`src/rtl/nip_bram_pixel_reader.sv`:
```
// Purpose : streams one frame out of the 32-bit read port of the pixel BRAM as 8-bit raster pixels.
// Latency : start -> first pixel valid in 2+READ_LAT cycles; 4 pixels per 5+READ_LAT cycles when never stalled.
// Backpressure: pix_ready low holds the current pixel and its flags stable; only the EMIT phase stretches.
//
// Ports
//   clk_in1   port-B clock, all logic on its rising edge
//   RESET     synchronous active-high reset, aborts a frame with no done pulse
//   start     one-cycle request for a frame, honoured only while idle
//   busy      high from the cycle after start is accepted until done
//   addrb     registered BRAM word address (changes only when a word request begins)
//   doutb     BRAM read data, sampled once per word after READ_LAT cycles
//   pix_data  current pixel; pix_valid/pix_ready handshake
//   pix_sof   first pixel of the frame; pix_eof last pixel of the frame
//   pix_eol   last pixel of a row (present only when NIP_LINE_FLAGS_EN is defined)
//   done      one-cycle pulse in the first idle cycle after the last pixel is accepted
//
// Build option: define NIP_LINE_FLAGS_EN to add the pix_eol output.
module nip_bram_pixel_reader #(
    parameter int PIX_W    = 8,
    parameter int ADDR_W   = 9,
    parameter int IMG_W    = 64,
    parameter int IMG_H    = 32,
    parameter int READ_LAT = 1
) (
    input  logic                 clk_in1,
    input  logic                 RESET,
    input  logic                 start,
    output logic                 busy,
    output logic [ADDR_W-1:0]    addrb,
    input  logic [4*PIX_W-1:0]   doutb,
    output logic [PIX_W-1:0]     pix_data,
    output logic                 pix_valid,
    input  logic                 pix_ready,
    output logic                 pix_sof,
    output logic                 pix_eof,
`ifdef NIP_LINE_FLAGS_EN
    output logic                 pix_eol,
`endif
    output logic                 done
);

    localparam int N_WORDS = IMG_W * IMG_H / 4;
    localparam int COL_W   = (IMG_W > 1) ? $clog2(IMG_W) : 1;
    localparam int ROW_W   = (IMG_H > 1) ? $clog2(IMG_H) : 1;

    localparam logic [ADDR_W-1:0] LAST_WORD = ADDR_W'(N_WORDS - 1);
    localparam logic [ADDR_W-1:0] ADDR_ONE  = ADDR_W'(1);
    localparam logic [COL_W-1:0]  COL_LAST  = COL_W'(IMG_W - 1);
    localparam logic [COL_W-1:0]  COL_ONE   = COL_W'(1);
    localparam logic [ROW_W-1:0]  ROW_LAST  = ROW_W'(IMG_H - 1);
    localparam logic [ROW_W-1:0]  ROW_ONE   = ROW_W'(1);
    localparam logic [1:0]        WAIT_LAST = 2'(READ_LAT - 1);

    typedef enum logic [1:0] {
        S_IDLE,
        S_REQ,
        S_WAIT,
        S_EMIT
    } state_t;

    state_t                     state;
    state_t                     state_nxt;
    logic [ADDR_W-1:0]          word_cnt;
    logic [1:0]                 lane;
    logic [1:0]                 wait_cnt;
    logic [3:0][PIX_W-1:0]      word_reg;
    logic [COL_W-1:0]           col;
    logic [ROW_W-1:0]           row;

    logic accept;
    logic wait_last;
    logic last_lane;
    logic last_word;

    assign accept    = pix_valid && pix_ready;
    assign wait_last = (wait_cnt == WAIT_LAST);
    assign last_lane = (lane == 2'd3);
    assign last_word = (word_cnt == LAST_WORD);

    // Outputs are decoded from registered state only, so they are glitch-free
    // and naturally hold while the consumer stalls.
    assign busy      = (state != S_IDLE);
    assign pix_valid = (state == S_EMIT);
    assign pix_data  = word_reg[lane];
    assign pix_sof   = pix_valid && (row == '0) && (col == '0);
    assign pix_eof   = pix_valid && (row == ROW_LAST) && (col == COL_LAST);
`ifdef NIP_LINE_FLAGS_EN
    assign pix_eol   = pix_valid && (col == COL_LAST);
`endif

    always_comb begin
        state_nxt = state;
        case (state)
            S_IDLE: if (start) state_nxt = S_REQ;
            S_REQ:  state_nxt = S_WAIT;
            S_WAIT: if (wait_last) state_nxt = S_EMIT;
            S_EMIT: begin
                if (accept && last_lane) begin
                    state_nxt = last_word ? S_IDLE : S_REQ;
                end
            end
            default: state_nxt = S_IDLE;
        endcase
    end

    always_ff @(posedge clk_in1) begin
        if (RESET) begin
            state    <= S_IDLE;
            word_cnt <= '0;
            addrb    <= '0;
            lane     <= '0;
            wait_cnt <= '0;
            word_reg <= '0;
            col      <= '0;
            row      <= '0;
            done     <= 1'b0;
        end else begin
            state <= state_nxt;
            done  <= 1'b0;
            case (state)
                S_IDLE: begin
                    if (start) begin
                        word_cnt <= '0;
                        addrb    <= '0;
                        col      <= '0;
                        row      <= '0;
                    end
                end
                S_REQ: begin
                    wait_cnt <= '0;
                end
                S_WAIT: begin
                    wait_cnt <= wait_cnt + 2'd1;
                    if (wait_last) begin
                        word_reg <= doutb;
                        lane     <= '0;
                    end
                end
                S_EMIT: begin
                    if (accept) begin
                        lane <= lane + 2'd1;
                        if (col == COL_LAST) begin
                            col <= '0;
                            row <= (row == ROW_LAST) ? '0 : row + ROW_ONE;
                        end else begin
                            col <= col + COL_ONE;
                        end
                        if (last_lane) begin
                            // The address moves only here (and on frame start), i.e. on
                            // entry to the request phase, and never past the last word.
                            if (last_word) begin
                                done <= 1'b1;
                            end else begin
                                word_cnt <= word_cnt + ADDR_ONE;
                                addrb    <= word_cnt + ADDR_ONE;
                            end
                        end
                    end
                end
                default: ;
            endcase
        end
    end

endmodule

```
`config.mk`:
```
export PLATFORM = sky130hd
export DESIGN_NAME = nip_bram_pixel_reader
export DESIGN_NICKNAME = d
export VERILOG_FILES = /design/src/rtl/nip_bram_pixel_reader.sv
export SDC_FILE = /design/constraint.sdc
export NUM_CORES = 1
export LEC_CHECK = 0
export CORE_UTILIZATION = 25
export CTS_BUF_LIST = sky130_fd_sc_hd__clkbuf_4
export CTS_CLUSTER_DIAMETER = 150
export DETAILED_ROUTE_END_ITERATION = 12
export PLACE_DENSITY = 0.45
export SLEW_MARGIN = 20
export SYNTH_ARGS = -nofsm -noshare
export SYNTH_HDL_FRONTEND = slang
export SYNTH_SLANG_ARGS = --single-unit
export TNS_END_PERCENT = 10
```
`constraint.sdc`:
```
create_clock -name clk_in1 -period 3.5 [get_ports clk_in1]
set_clock_uncertainty 0.05 [all_clocks]
set_input_delay 0.7 -clock clk_in1 [delete_from_list [all_inputs] [get_ports clk_in1]]
set_output_delay 0.7 -clock clk_in1 [all_outputs]
set_load 0.02 [all_outputs]
```
---- Word level (Yosys, flattened, before mapping) ----
Index checks and enable logic that the tools add are counted.
cells by class
  bitwise logic cells ..................... 3
  muxes and demuxes ....................... 26
  eq/ne operators ......................... 14
  magnitude comparators ................... 1
  reduce and logical (&&, ||, !) cells .... 21
  add/subtract/negate cells ............... 5
operators with widths
  kind                 number
  $mux 9               4
  $mux 5               4
  $mux 6               3
  $pmux 9 s2           1
  $bmux 8 s2           1
  $pmux 6 s2           1
  $mux 2               5
  $pmux 5 s2           1
  $add 9x1->9 const B  1
  $eq 9x9->1 const B   1
  $reduce_and 3->1     3
  $mux 8               1
  $ne 2x1->1 const B   4
  $pmux 2 s2           2
  $pmux 2 s4           1
  $reduce_bool 2->1    4
  $add 6x1->6 const B  1
  $eq 2x2->1 const B   3
  $eq 6x6->1 const B   1
  $logic_and 1x1->1    6
  $logic_not 6->1      1
  $ne 2x2->1 const B   3
  $add 5x1->5 const B  1
  $eq 5x5->1 const B   1
  11 further kinds     16
word-level totals
  output and inout bits ................... 22
  word-level logic and storage cells ...... 81
  register bits ........................... 59
  input bits .............................. 36

---- Longest topological paths before layout ----
Gate-level depths: netlist (run 1).
  word-level depth ........................ 5
  depth in mapped cells ................... 8
  depth with buffers taken out ............ 8

---- Worst setup path before layout (run 1) ----
No wires, ideal clock.
  kind .................................... flip-flop to output port
  from .................................... register state[1]
  to ...................................... output port pix_sof
  data required time ...................... 2750 ps
  cell stages (with the launch flop) ...... 7
  data arrival time ....................... 2027 ps
  slack ................................... 723 ps
  buffers on the path ..................... 3
  cell sequence ........................... dfxtp_1 -> ha_1 -> buf_4 -> buf_2 -> buf_2 -> nand4b_1 -> nor4_1
on the way
  word-level cells in the longest chain between the ends .. 3
ends and longest elaborated chain
  item                            RTL line  text
  from (decl)                     61        state_t state;
  from (signal assigned)          118       state <= state_nxt;
  $eq 2x2->1                      83        assign pix_valid = (state == S_EMIT);
  net pix_valid                   32        output logic pix_valid,
  $logic_and 1x1->1 (2 in a row)  85        assign pix_sof = pix_valid && (row == '0) && (col == '0);
  to (decl)                       34        output logic pix_sof,
The timed path passes the listed nets, and every way through them passes these cells.

---- Worst setup path after layout (run 1) ----
  from .................................... register col[0]
  to ...................................... output port pix_eof
on the way
  word-level cells in the longest chain between the ends .. 2
ends and longest elaborated chain
  item                    RTL line  text
  from (decl)             67        logic [COL_W-1:0] col;
  from (signal assigned)  146       col <= col + COL_ONE;
  $eq 6x6->1              86        assign pix_eof = pix_valid && (row == ROW_LAST) && (col == COL_LAST);
  $logic_and 1x1->1       86
  to (decl)               35        output logic pix_eof,
Every way passes these cells.

==> results of run 1 <==
## power by group through the flow
stage / logic (W) / clock network (W) / registers (W)
finish: 0.000697 / 0.000464 / 0.000825
global placement: 0.000700 / 0 / 0.000839
detailed placement: 0.000703 / 0 / 0.000841
floorplan: 0.000512 / 0 / 0.000820
global route: 0.000777 / 0.000522 / 0.000842
CTS: 0.000707 / 0.000491 / 0.000826
## kinds of logic (layout without fill, tap and decap cells)
logic type	Yosys count	count (layout)
AOI/OAI and AO/OA	66	66
adders and majority gates	13	13
DFF	59	59
and+or+nand+nor	148	148
muxes	15	15
xor gates and xnor gates	7	7
buffers and inverters	33	91
## routing by layer
metal	part of all wire	vias up	global-route usage
li1	-	1280	-
met1	0.50	1137	0.179
met2	0.44	56	0.180
met3	0.039	16	0.0290
met4	0.019	0	0.0514
met5	0	-	0
## worst min-delay path, cell delays in order (launching register included)
cell and delay [ns]:
dfxtp_1 0.32, nand2_1 0.05, a21oi_1 0.05
## worst paths after layout
path	cells after the start	startpoint	slack (ns)	endpoint
worst max-delay path	5	col[0]	0.48	pix_eof
worst min-delay path	2	word_reg[23]	0.41	word_reg[23]
worst max register to register	6	state[1]	1.35	row[3]
worst min register to register	2	word_reg[23]	0.41	word_reg[23]
## metrics by stage
step / total power (W) / util / setup WS, ns
after CTS: 0.00202 / 0.326 / 0.445
after detailed placement: 0.00154 / 0.315 / 0.914
after floorplan: 0.00133 / - / 0.723
after global placement: 0.00154 / 0.315 / 0.933
after global routing: 0.00214 / 0.327 / 0.298
final: 0.00199 / 0.327 / 0.479
## area by class of cell
type	count	area share
Timing Repair Buffer	63	0.164
Clock inverter	7	0.0158
Inverter	12	0.0121
Sequential cell	59	0.318
Clock buffer	9	0.0182
Multi-Input combinational cell	249	0.423
Tap cell	143	0.0482
## cells in the final DEF (no fill, tap or decap), types with 8 or more instances in the layout
cell	netlist	routed
a21oi_1	40	40
clkbuf_4	0	9
clkdlybuf4s50_1	0	56
dfxtp_1	59	59
ha_1	13	13
inv_1	12	12
mux4_2	8	8
nand2_1	80	79
nand3_1	14	14
nor2_1	21	21
==> reports/metrics.yaml, run 1 <==
floorplan:
  fp-row-count: 39
  fp.dieArea_sq_um: 12100
  start_util: 0.256
  boundaryPins: 58
  coreArea_sq_um: 11400
  die_w_microns: 110
  die_h_microns: 110
clocking:
  ctsHtreeMaxLevel: 3
  post_cts_resized: 0
  clkLatencyLatePin_ns: 0.39
  cts.path.max_buffers: 2
  cts_buffers: 9
  path_clk_slew_ns: 0.09
  postCtsHoldBufs: 0
  root_buffer: "clkbuf_4"
  cts_tree: "built"
  cts_setup_buffers: 0
  cts_sinks: 59
setup_path:
  slowest_stage: "clkdlybuf4s50_1"
  end_kind: "output pin"
  cp_slowest_stage_delay_ns: 0.59
  cp.arrival_ns: 2.27
  path_buf_inv: 1
  crit_path_cell_trace: "ha_1, nand3_1, nor2_1, and3_1, clkdlybuf4s50_1"
  start_kind: "register"
  cp_max_fo: 6
  cp.required_ns: 2.75
  crit_type: "reg -> out"
  path_delay_family: "simple AND/OR/NAND/NOR gates"
logic_synthesis:
  synthXorXnorAreaFrac: 0.0211
  ys_seq_elements: 59
  yosys.area_share.simple: 0.235
  synth_top_family_by_area: "simple AND/OR/NAND/NOR gates"
  yosys.area_share.adder: 0.0560
  synthDistinctLibCells: 43
  syn_nets: 390
  ys_seq_area_frac: 0.406
  synth_common_cells: "nand2_1, dfxtp_1, a21oi_1"
  ys_warn_count: 0
  synth_compound_area_frac: 0.141
  synth.area.mux_share: 0.0865
  synth_top_cells_by_area: "dfxtp_1, nand2_1, a21oi_1, mux4_2, ha_1"
  postSynthAreaPerCell_sq_um: 8.52
  synth_top_cell_by_area: "dfxtp_1"
  synth_top_area_share: 0.406
  netlist_instances: 341
  synth_most_common_cell: "nand2_1"
  synth_edf_count: 0
  synthesis.area_sq_um: 2910
  synthArstFlopShare: 0
  ys.flop_type: "dfxtp_1"
timing:
  period_share: 0.863
  whs_ns: 0.407
  relSlewSlack: 0.580
  max_slew.worst_pin.slew_ns: 0.627
  hold_violations: 0
  tns_ns: 0
  setup_violations: 0
  fmax_mhz: 331
  rsz0062_at_grt: "false"
  slew_violations: 0
  period_needed_ns: 3.02
place:
  dp_cells: 526
  dp_hpwl_microns: 5030
  place_congestion: 0.746
  dpl-instance-area_sq_um: 3580
  port_buffers: 57
grt:
  antenna_found_initial: 0
  grt_pass1_wl_microns: 11500
  grt_pass1_vias: 2278
  grt_usage: 0.126
  grt_max_degree: 51
  grt_overflow_total: 0
detailed_routing:
  wl_microns: 7250
  post_drt_via_cell_ratio: 4.59
  wire_per_inst_microns: 13.4
  drt_iter0_drc: 130
  firstDrtPassIters: 4
  antenna_left: 0
  vias: 2489
  post-route-drc-count: 0
pwr:
  intPower_w: 0.00126
  p_comb_frac: 0.351
  swShare: 0.365
  p_seq_frac: 0.415
  switchingPower_w: 0.000725
  power_density_nw_per_um2: 535
  ir_drop_v: 0.000175
  power_frac_clock: 0.234
  p_leak_nw: 1.26
worst_hold_path:
  hp-class: "reg -> reg"
layout:
  regArea_sq_um: 1180
  antenna_cells: 0
  largest_reg_flops: 32
  drive_gt1_frac: 0.0927
  fill_cells: 1232
  multi_input_area_sq_um: 1570
  fin_area_sq_um: 3710
  layout.nets: 443
  layout.cells.non_filler: 542
  area_growth_syn_to_layout_pct: 27.7
status:
  outcome: "finished clean"
run:
  cap_violations: 0
Note: power is estimated with default switching activity, not from simulation.
==> run 2, diff against run 1 <==
--- a/config.mk
+++ b/config.mk
@@ -8,6 +8,7 @@
 export CORE_UTILIZATION = 25
 export CTS_BUF_LIST = sky130_fd_sc_hd__clkbuf_4
 export CTS_CLUSTER_DIAMETER = 150
+export CTS_CLUSTER_SIZE = 25
 export DETAILED_ROUTE_END_ITERATION = 12
 export PLACE_DENSITY = 0.45
 export SLEW_MARGIN = 20
==> results of run 2 <==
Same layout as run 1: the final DEF is identical, and so are final timing and power.
==> run 3, diff against run 2 <==
--- a/config.mk
+++ b/config.mk
@@ -5,6 +5,7 @@
 export SDC_FILE = /design/constraint.sdc
 export NUM_CORES = 1
 export LEC_CHECK = 0
+export CORE_MARGIN = 1
 export CORE_UTILIZATION = 25
 export CTS_BUF_LIST = sky130_fd_sc_hd__clkbuf_4
 export CTS_CLUSTER_DIAMETER = 150
==> results of run 3 <==
Same layout as run 1: the final DEF is identical, and so are final timing and power.
